## config.mk

```make
export PLATFORM = sky130hd
export DESIGN_NAME = fix_buf_read_sched
export DESIGN_NICKNAME = d
export VERILOG_FILES = /design/src/rtl/fix_pkg.sv /design/src/rtl/fix_buf_arb.sv /design/src/rtl/fix_buf_read_sched.sv
export SDC_FILE = /design/constraint.sdc
export NUM_CORES = 1
export LEC_CHECK = 0
export ABC_AREA = 1
export BUFFER_PORTS_ARGS = -buffer_cell sky130_fd_sc_hd__buf_2
export CAP_MARGIN = 20
export CORE_ASPECT_RATIO = 1.4
export CORE_MARGIN = 2
export CORE_UTILIZATION = 44
export DETAILED_ROUTE_END_ITERATION = 16
export PLACE_DENSITY = 0.82
export REMOVE_ABC_BUFFERS = 1
export SLEW_MARGIN = 5
export SYNTH_ARGS = -nofsm -noshare
export SYNTH_HDL_FRONTEND = slang
export SYNTH_SLANG_ARGS = --single-unit
```

## constraint.sdc

```tcl
create_clock -name clk -period 1.8 [get_ports clk]
set_clock_uncertainty 0.1 [all_clocks]
set_input_delay 0.54 -clock clk [delete_from_list [all_inputs] [get_ports clk]]
set_output_delay 0.54 -clock clk [all_outputs]
set_load 0.005 [all_outputs]
```

## src/rtl/fix_pkg.sv

```systemverilog
// Shared types and constants for the FIX message buffer read scheduler.
package fix_pkg;

  typedef enum logic [2:0] {
    IDLE  = 3'd0,
    READY = 3'd1,
    FETCH = 3'd2,
    WAIT  = 3'd3,
    HOLD  = 3'd4,
    DONE  = 3'd5
  } fix_rd_state_t;

  // Bit positions inside the status byte
  localparam int ST_READY = 0;
  localparam int ST_BUSY  = 1;
  localparam int ST_DONE  = 2;
  localparam int ST_OVRN  = 3;
  localparam int ST_CSUM  = 4;

  // Slave register map
  localparam int RSTAT = 0;
  localparam int RDATA = 1;
  localparam int CONN  = 6;

endpackage

```

## src/rtl/fix_buf_arb.sv

```systemverilog
// Parser/reader arbiter for the single-port message buffer RAM, with a
// starvation guard that lets the reader through after STARVE_MAX parser wins.
module fix_buf_arb
  import fix_pkg::*;
#(
  parameter int ADDR_W     = 8,
  parameter int DATA_W     = 8,
  parameter int STARVE_MAX = 4
) (
  input  logic              clk,
  input  logic              reset,
  input  logic              rd_req,
  input  logic [ADDR_W-1:0] rd_addr,
  output logic              rd_grant,
  input  logic              par_wr_valid,
  input  logic [ADDR_W-1:0] par_wr_addr,
  input  logic [DATA_W-1:0] par_wr_data,
  output logic              par_wr_ready,
  output logic [ADDR_W-1:0] ram_addr,
  output logic              ram_we,
  output logic [DATA_W-1:0] ram_wdata
);

  logic [3:0] starve_reg;
  logic       starved;
  logic       par_grant;

  // The mux is combinational so the RAM samples the winner's address in the
  // grant cycle; its registered read data is then valid one cycle later.
  always_comb begin
    starved   = rd_req && (starve_reg == 4'(STARVE_MAX));
    par_grant = !reset && par_wr_valid && !starved;
    rd_grant  = !reset && rd_req && !par_grant;
    ram_addr  = '0;
    ram_we    = 1'b0;
    ram_wdata = '0;
    if (par_grant) begin
      ram_addr  = par_wr_addr;
      ram_we    = 1'b1;
      ram_wdata = par_wr_data;
    end else if (rd_grant) begin
      ram_addr = rd_addr;
    end
  end

  assign par_wr_ready = par_grant;

  always_ff @(posedge clk) begin
    if (reset || !rd_req || rd_grant) begin
      starve_reg <= '0;
    end else if (par_grant) begin
      starve_reg <= starve_reg + 4'd1;
    end
  end

endmodule

```

## src/rtl/fix_buf_read_sched.sv

```systemverilog
// FIX buffer read scheduler: byte-by-byte host readout of a completed message.
// Optional running checksum of popped bytes when FIX_BUF_CHECKSUM_EN is defined.
module fix_buf_read_sched
  import fix_pkg::*;
#(
  parameter int ADDR_W     = 8,
  parameter int DATA_W     = 8,
  parameter int STARVE_MAX = 4
) (
  input  logic              clk,
  input  logic              reset,
  input  logic              par_wr_valid,
  input  logic [ADDR_W-1:0] par_wr_addr,
  input  logic [DATA_W-1:0] par_wr_data,
  output logic              par_wr_ready,
  input  logic              fix_message_sent,
  input  logic [ADDR_W-1:0] final_index,
  input  logic              host_start,
  input  logic              host_pop,
  input  logic              host_abort,
  output logic [ADDR_W-1:0] ram_addr,
  output logic              ram_we,
  output logic [DATA_W-1:0] ram_wdata,
  input  logic [DATA_W-1:0] ram_rdata,
`ifdef FIX_BUF_CHECKSUM_EN
  output logic [7:0]        checksum,
`endif
  output logic [DATA_W-1:0] read_data,
  output logic              read_valid,
  output logic [7:0]        status
);

  fix_rd_state_t     state_reg;
  logic [ADDR_W-1:0] index_reg;
  logic [ADDR_W-1:0] final_reg;
  logic [DATA_W-1:0] read_data_reg;
  logic              overrun_reg;
  logic              rd_grant;
  logic              busy;
`ifdef FIX_BUF_CHECKSUM_EN
  logic [7:0]        csum_reg;
`endif

  assign busy = (state_reg == FETCH) || (state_reg == WAIT) || (state_reg == HOLD);

  fix_buf_arb #(
    .ADDR_W    (ADDR_W),
    .DATA_W    (DATA_W),
    .STARVE_MAX(STARVE_MAX)
  ) u_arb (
    .clk         (clk),
    .reset       (reset),
    .rd_req      (state_reg == FETCH),
    .rd_addr     (index_reg),
    .rd_grant    (rd_grant),
    .par_wr_valid(par_wr_valid),
    .par_wr_addr (par_wr_addr),
    .par_wr_data (par_wr_data),
    .par_wr_ready(par_wr_ready),
    .ram_addr    (ram_addr),
    .ram_we      (ram_we),
    .ram_wdata   (ram_wdata)
  );

  always_ff @(posedge clk) begin
    if (reset) begin
      state_reg     <= IDLE;
      index_reg     <= '0;
      final_reg     <= '0;
      read_data_reg <= '0;
      overrun_reg   <= 1'b0;
`ifdef FIX_BUF_CHECKSUM_EN
      csum_reg      <= '0;
`endif
    end else if (host_abort) begin
      state_reg <= IDLE;
      index_reg <= '0;
`ifdef FIX_BUF_CHECKSUM_EN
      csum_reg  <= '0;
`endif
    end else begin
      if (fix_message_sent && busy) begin
        overrun_reg <= 1'b1;
      end
      case (state_reg)
        IDLE, DONE: begin
          if (fix_message_sent) begin
            final_reg <= final_index;
            state_reg <= READY;
          end
        end
        READY: begin
          if (fix_message_sent) begin
            final_reg <= final_index;
          end
          if (host_start) begin
            state_reg   <= FETCH;
            index_reg   <= '0;
            overrun_reg <= 1'b0;
`ifdef FIX_BUF_CHECKSUM_EN
            csum_reg    <= '0;
`endif
          end
        end
        FETCH: begin
          if (rd_grant) begin
            state_reg <= WAIT;
          end
        end
        WAIT: begin
          read_data_reg <= ram_rdata;
          state_reg     <= HOLD;
        end
        HOLD: begin
          if (host_pop) begin
`ifdef FIX_BUF_CHECKSUM_EN
            csum_reg <= csum_reg + 8'(read_data_reg);
`endif
            // Compare before incrementing so a full-range index never wraps
            if (index_reg == final_reg) begin
              state_reg <= DONE;
            end else begin
              index_reg <= index_reg + ADDR_W'(1);
              state_reg <= FETCH;
            end
          end
        end
        default: state_reg <= IDLE;
      endcase
    end
  end

  assign read_data  = read_data_reg;
  assign read_valid = (state_reg == HOLD);
`ifdef FIX_BUF_CHECKSUM_EN
  assign checksum   = csum_reg;
`endif

  always_comb begin
    status          = '0;
    status[ST_READY] = (state_reg == READY);
    status[ST_BUSY]  = busy;
    status[ST_DONE]  = (state_reg == DONE);
    status[ST_OVRN]  = overrun_reg;
`ifdef FIX_BUF_CHECKSUM_EN
    status[ST_CSUM]  = (state_reg == DONE) && (csum_reg == 8'd0);
`endif
  end

endmodule

```

==> reports/summary.md <==
The kind of cell with the highest combined delay along the critical path is buffers and inverters. The logs give 420 for the non-filler instance count after layout and 7.84 mm for the first-pass GRT wire length. The count of final setup violators came out at 19.

The flow ran to the end, but the final reports show violations. The via count of the first global-routing pass is 1843, and the maximum clock insertion buffer count is 2. For this block, the initial DRC count from the detailed router was 59.

The die covers 0.00481 mm2. The count of flip-flops with a built-in enable after synthesis works out to 0. The logs give 28 for the count of standard-cell rows and 0 for the number of antenna violations at the first check in global routing.

The highest clock rate was 459 MHz. STA puts the critical path data required time at 1.16 ns. The clock tree synthesis step divided the H-tree into 2 levels. After synthesis, the mean cell area works out to 6.65 um2. After detailed routing, the wire length on met1 is 2.00 mm. The total instance count after detailed placement is 406, and the clock transition time at the flip-flop clock pins of the worst setup and hold paths is 0.06 ns.

Count of inserted antenna diode cells: 0. The worst setup path is captured at an output pin. Buffers placed on the I/O ports in this run total 69. The run gives 363 as the filler cell count.

The area growth from synthesis to layout is 42.6%. The checks that failed: setup timing. The run gives 0 as the number of hold violations in the final report.

The number of different library cells used by synthesis comes to 29. Dividing the detail-routed wire length by the instance count gives 12.0 um. The placer congestion estimate was 0.833. STA classifies the critical path startpoint as a flip-flop. The number of optimization iterations in the first detailed-route pass is 4, and the worst-skew pair later-pin latency is 0.29 ns. The sequential element share of the synthesized area is 34.2%, and the maximum fanout count along the critical path is 7. The analysis attributes to cell leakage a power of 0.00133 uW. After detailed routing, the total wire length is 5.06 mm. The tree is rooted in a sky130_fd_sc_hd__clkbuf_8. The largest single stage delay on the critical path is 0.32 ns.

After detailed routing, the number of remaining DRC violations is 0. The run gives 0 as the max-slew violation total from the final report. Setup repair after global routing could not meet its margin everywhere. Final period demand of the worst path: 2.18 ns. The cell area that synthesis handed to floorplanning was 0.00188 mm2. After the last flow step, the layout net total stands at 417. The worst-case IR drop observed on VDD is 0.511 mV. The vias per cell was 4.83. The die boundary width is 59.2 um, and the post-synthesis register bit count is 32. The signal on the critical path passes through inv_2, ha_4, inv_2, nor2_2, nand3_2, nand2_4, clkinv_4, buf_12, nand2_4, o21ai_1, buf_2.

The minimum setup slack in the final design was -0.378 ns. For the routed length on met2, the log shows 2.78 mm. Most common library cell in the layout ignoring fill and taps: sky130_fd_sc_hd__buf_2. STA puts the critical path data arrival time at 1.54 ns. Wire segments on met3 add up to 166 um in the final route. Launch point of the critical path: u_arb.starve_reg[0].

Summed over all layers, the global routing overflow is 0. Number of instances in the synthesized netlist: 282. The count of nets left with antenna violations after detail routing was 0; the post-DP HPWL was 3.56 mm. The core region area came out at 0.00417 mm2. Startpoint-to-endpoint class of the critical path: reg2out. In the global route stage, overall resource usage came out at 21.5%.

The run gives 2030 as the detailed-route via count. The class of the tightest hold or removal check is reg2reg. Power spread over the standard cell area amounts to 608 mW/mm2. For this design, the sink count on the clock tree is 32.

The fraction of final layout cells sized beyond drive strength 1 works out to 40.0%. Top-level port count: 74. The run gives 0 as the number of warnings reported in the yosys synthesis log. The cell with the largest stage delay on the worst path is sky130_fd_sc_hd__dfxtp_2. Leaving out fill and tap cells, the most frequent cells in the layout are sky130_fd_sc_hd__buf_2 (66), sky130_fd_sc_hd__nor2_1 (54), sky130_fd_sc_hd__nand2_1 (43). The logs give 1630 uW for the post-layout total power and 17 for the pin count of the biggest net entering global routing. Counting the buffers created by CTS gives 5. After layout, the worst path uses 121% of the clock period. In this run the vertical extent of the chip is 81.3 um.

Counting flops with an async set or reset pin after synthesis yields a share of 0%. TritonCTS built the clock tree. The tool flagged a number of max-cap violations equal to 0. Top layer used by detailed routing: met4.

In this run the most critical hold path is launched from final_reg[5]. Sum of buffers and inverters on the critical path: 5. For the initial core utilization, the log shows 45.0%.

The tools report the launching point of the worst reg2reg path as u_arb.starve_reg[0]. For this run, the leading register cell type out of synthesis is sky130_fd_sc_hd__dfxtp_1.
cell usage after synthesis (3+ instances only):
library cell | n | area, um2
sky130_fd_sc_hd__dfxtp_1 | 32 | 641
sky130_fd_sc_hd__inv_1 | 31 | 116
sky130_fd_sc_hd__nand2_4 | 3 | 33.8
sky130_fd_sc_hd__nor2_1 | 55 | 206
sky130_fd_sc_hd__xor2_1 | 3 | 26.3
sky130_fd_sc_hd__xnor2_1 | 6 | 52.6
sky130_fd_sc_hd__ha_1 | 3 | 37.5
sky130_fd_sc_hd__nand2_2 | 6 | 37.5
sky130_fd_sc_hd__nand3_1 | 15 | 75.1
sky130_fd_sc_hd__inv_2 | 5 | 18.8
sky130_fd_sc_hd__buf_4 | 7 | 52.6
sky130_fd_sc_hd__nor3_1 | 3 | 15.0
sky130_fd_sc_hd__o21ai_0 | 25 | 125
sky130_fd_sc_hd__nand2_1 | 53 | 199
sky130_fd_sc_hd__a21oi_1 | 15 | 75.1
stage by stage:
stage	utilization, %	TNS, ns	setup slack [ns]	instance area [um2]	hold slack (ns)
finish	64.2	-5.34	-0.378	2680	0.368
global route	64.2	-6.75	-0.452	2680	0.389
CTS	62.0	-5.84	-0.406	2590	0.369
detailed placement	56.2	-2.18	-0.199	2340	0.358
global placement	56.2	-1.95	-0.170	2340	0.352
floorplan	-	-2.08	-0.254	1800	0.330
routing by layer:
| metal | vias up | GRT usage [%] |
|---|---|---|
| met5 | - | 0 |
| met4 | 0 | 10.9 |
| met3 | 12 | 4.78 |
| met2 | 53 | 38.9 |
| met1 | 909 | 22.7 |
| li1 | 1056 | - |
power by group:
group / total, uW / switching (uW) / internal, uW
logic: 282 / 153 / 129
clock network: 606 / 266 / 340
registers: 738 / 13.5 / 724
worst paths after layout:
kind / slack [ns] / end / depth (start not counted)
setup / recovery: -0.38 / ram_addr[5] / 11
hold reg to reg: 0.37 / final_reg[5] / 2
hold / removal: 0.37 / final_reg[5] / 2
setup reg to reg: 0.07 / state_reg[0] / 13
tightest hold or removal path, cell delays in order, from the launching register on:
cell,delay (ns)
sky130_fd_sc_hd__dfxtp_1,0.31
sky130_fd_sc_hd__inv_1,0.06
sky130_fd_sc_hd__a21oi_1,0.05
logic make-up after synthesis:
logic type	count (synthesis)	synth area share [%]
compound gates	43	12.3
simple gates	144	34.8
flops	32	34.2
buf+inv	50	12.3
fa+ha+maj	3	2.00
other cells	1	0.200
xor+xnor	9	4.20
final cells by class:
| class | count | area [um2] | area share, % |
|---|---|---|---|
| multi-input cells | 203 | 1130 | 42.2 |
| well taps | 45 | 56.3 | 2.10 |
| clock buffers | 7 | 96.3 | 3.60 |
| flip-flops and latches | 32 | 652 | 24.4 |
| inverters | 38 | 155 | 5.80 |
| repair buffers | 95 | 587 | 21.9 |
what timing repair did:
action / CTS / global route
pin swaps: 9 / 10
setup buffers: 5 / 3
hold buffers: 0 / 0
resized for setup: 40 / 21
endpoints found under the setup margin: 22 / 31
(Power assumes the default switching activity.)
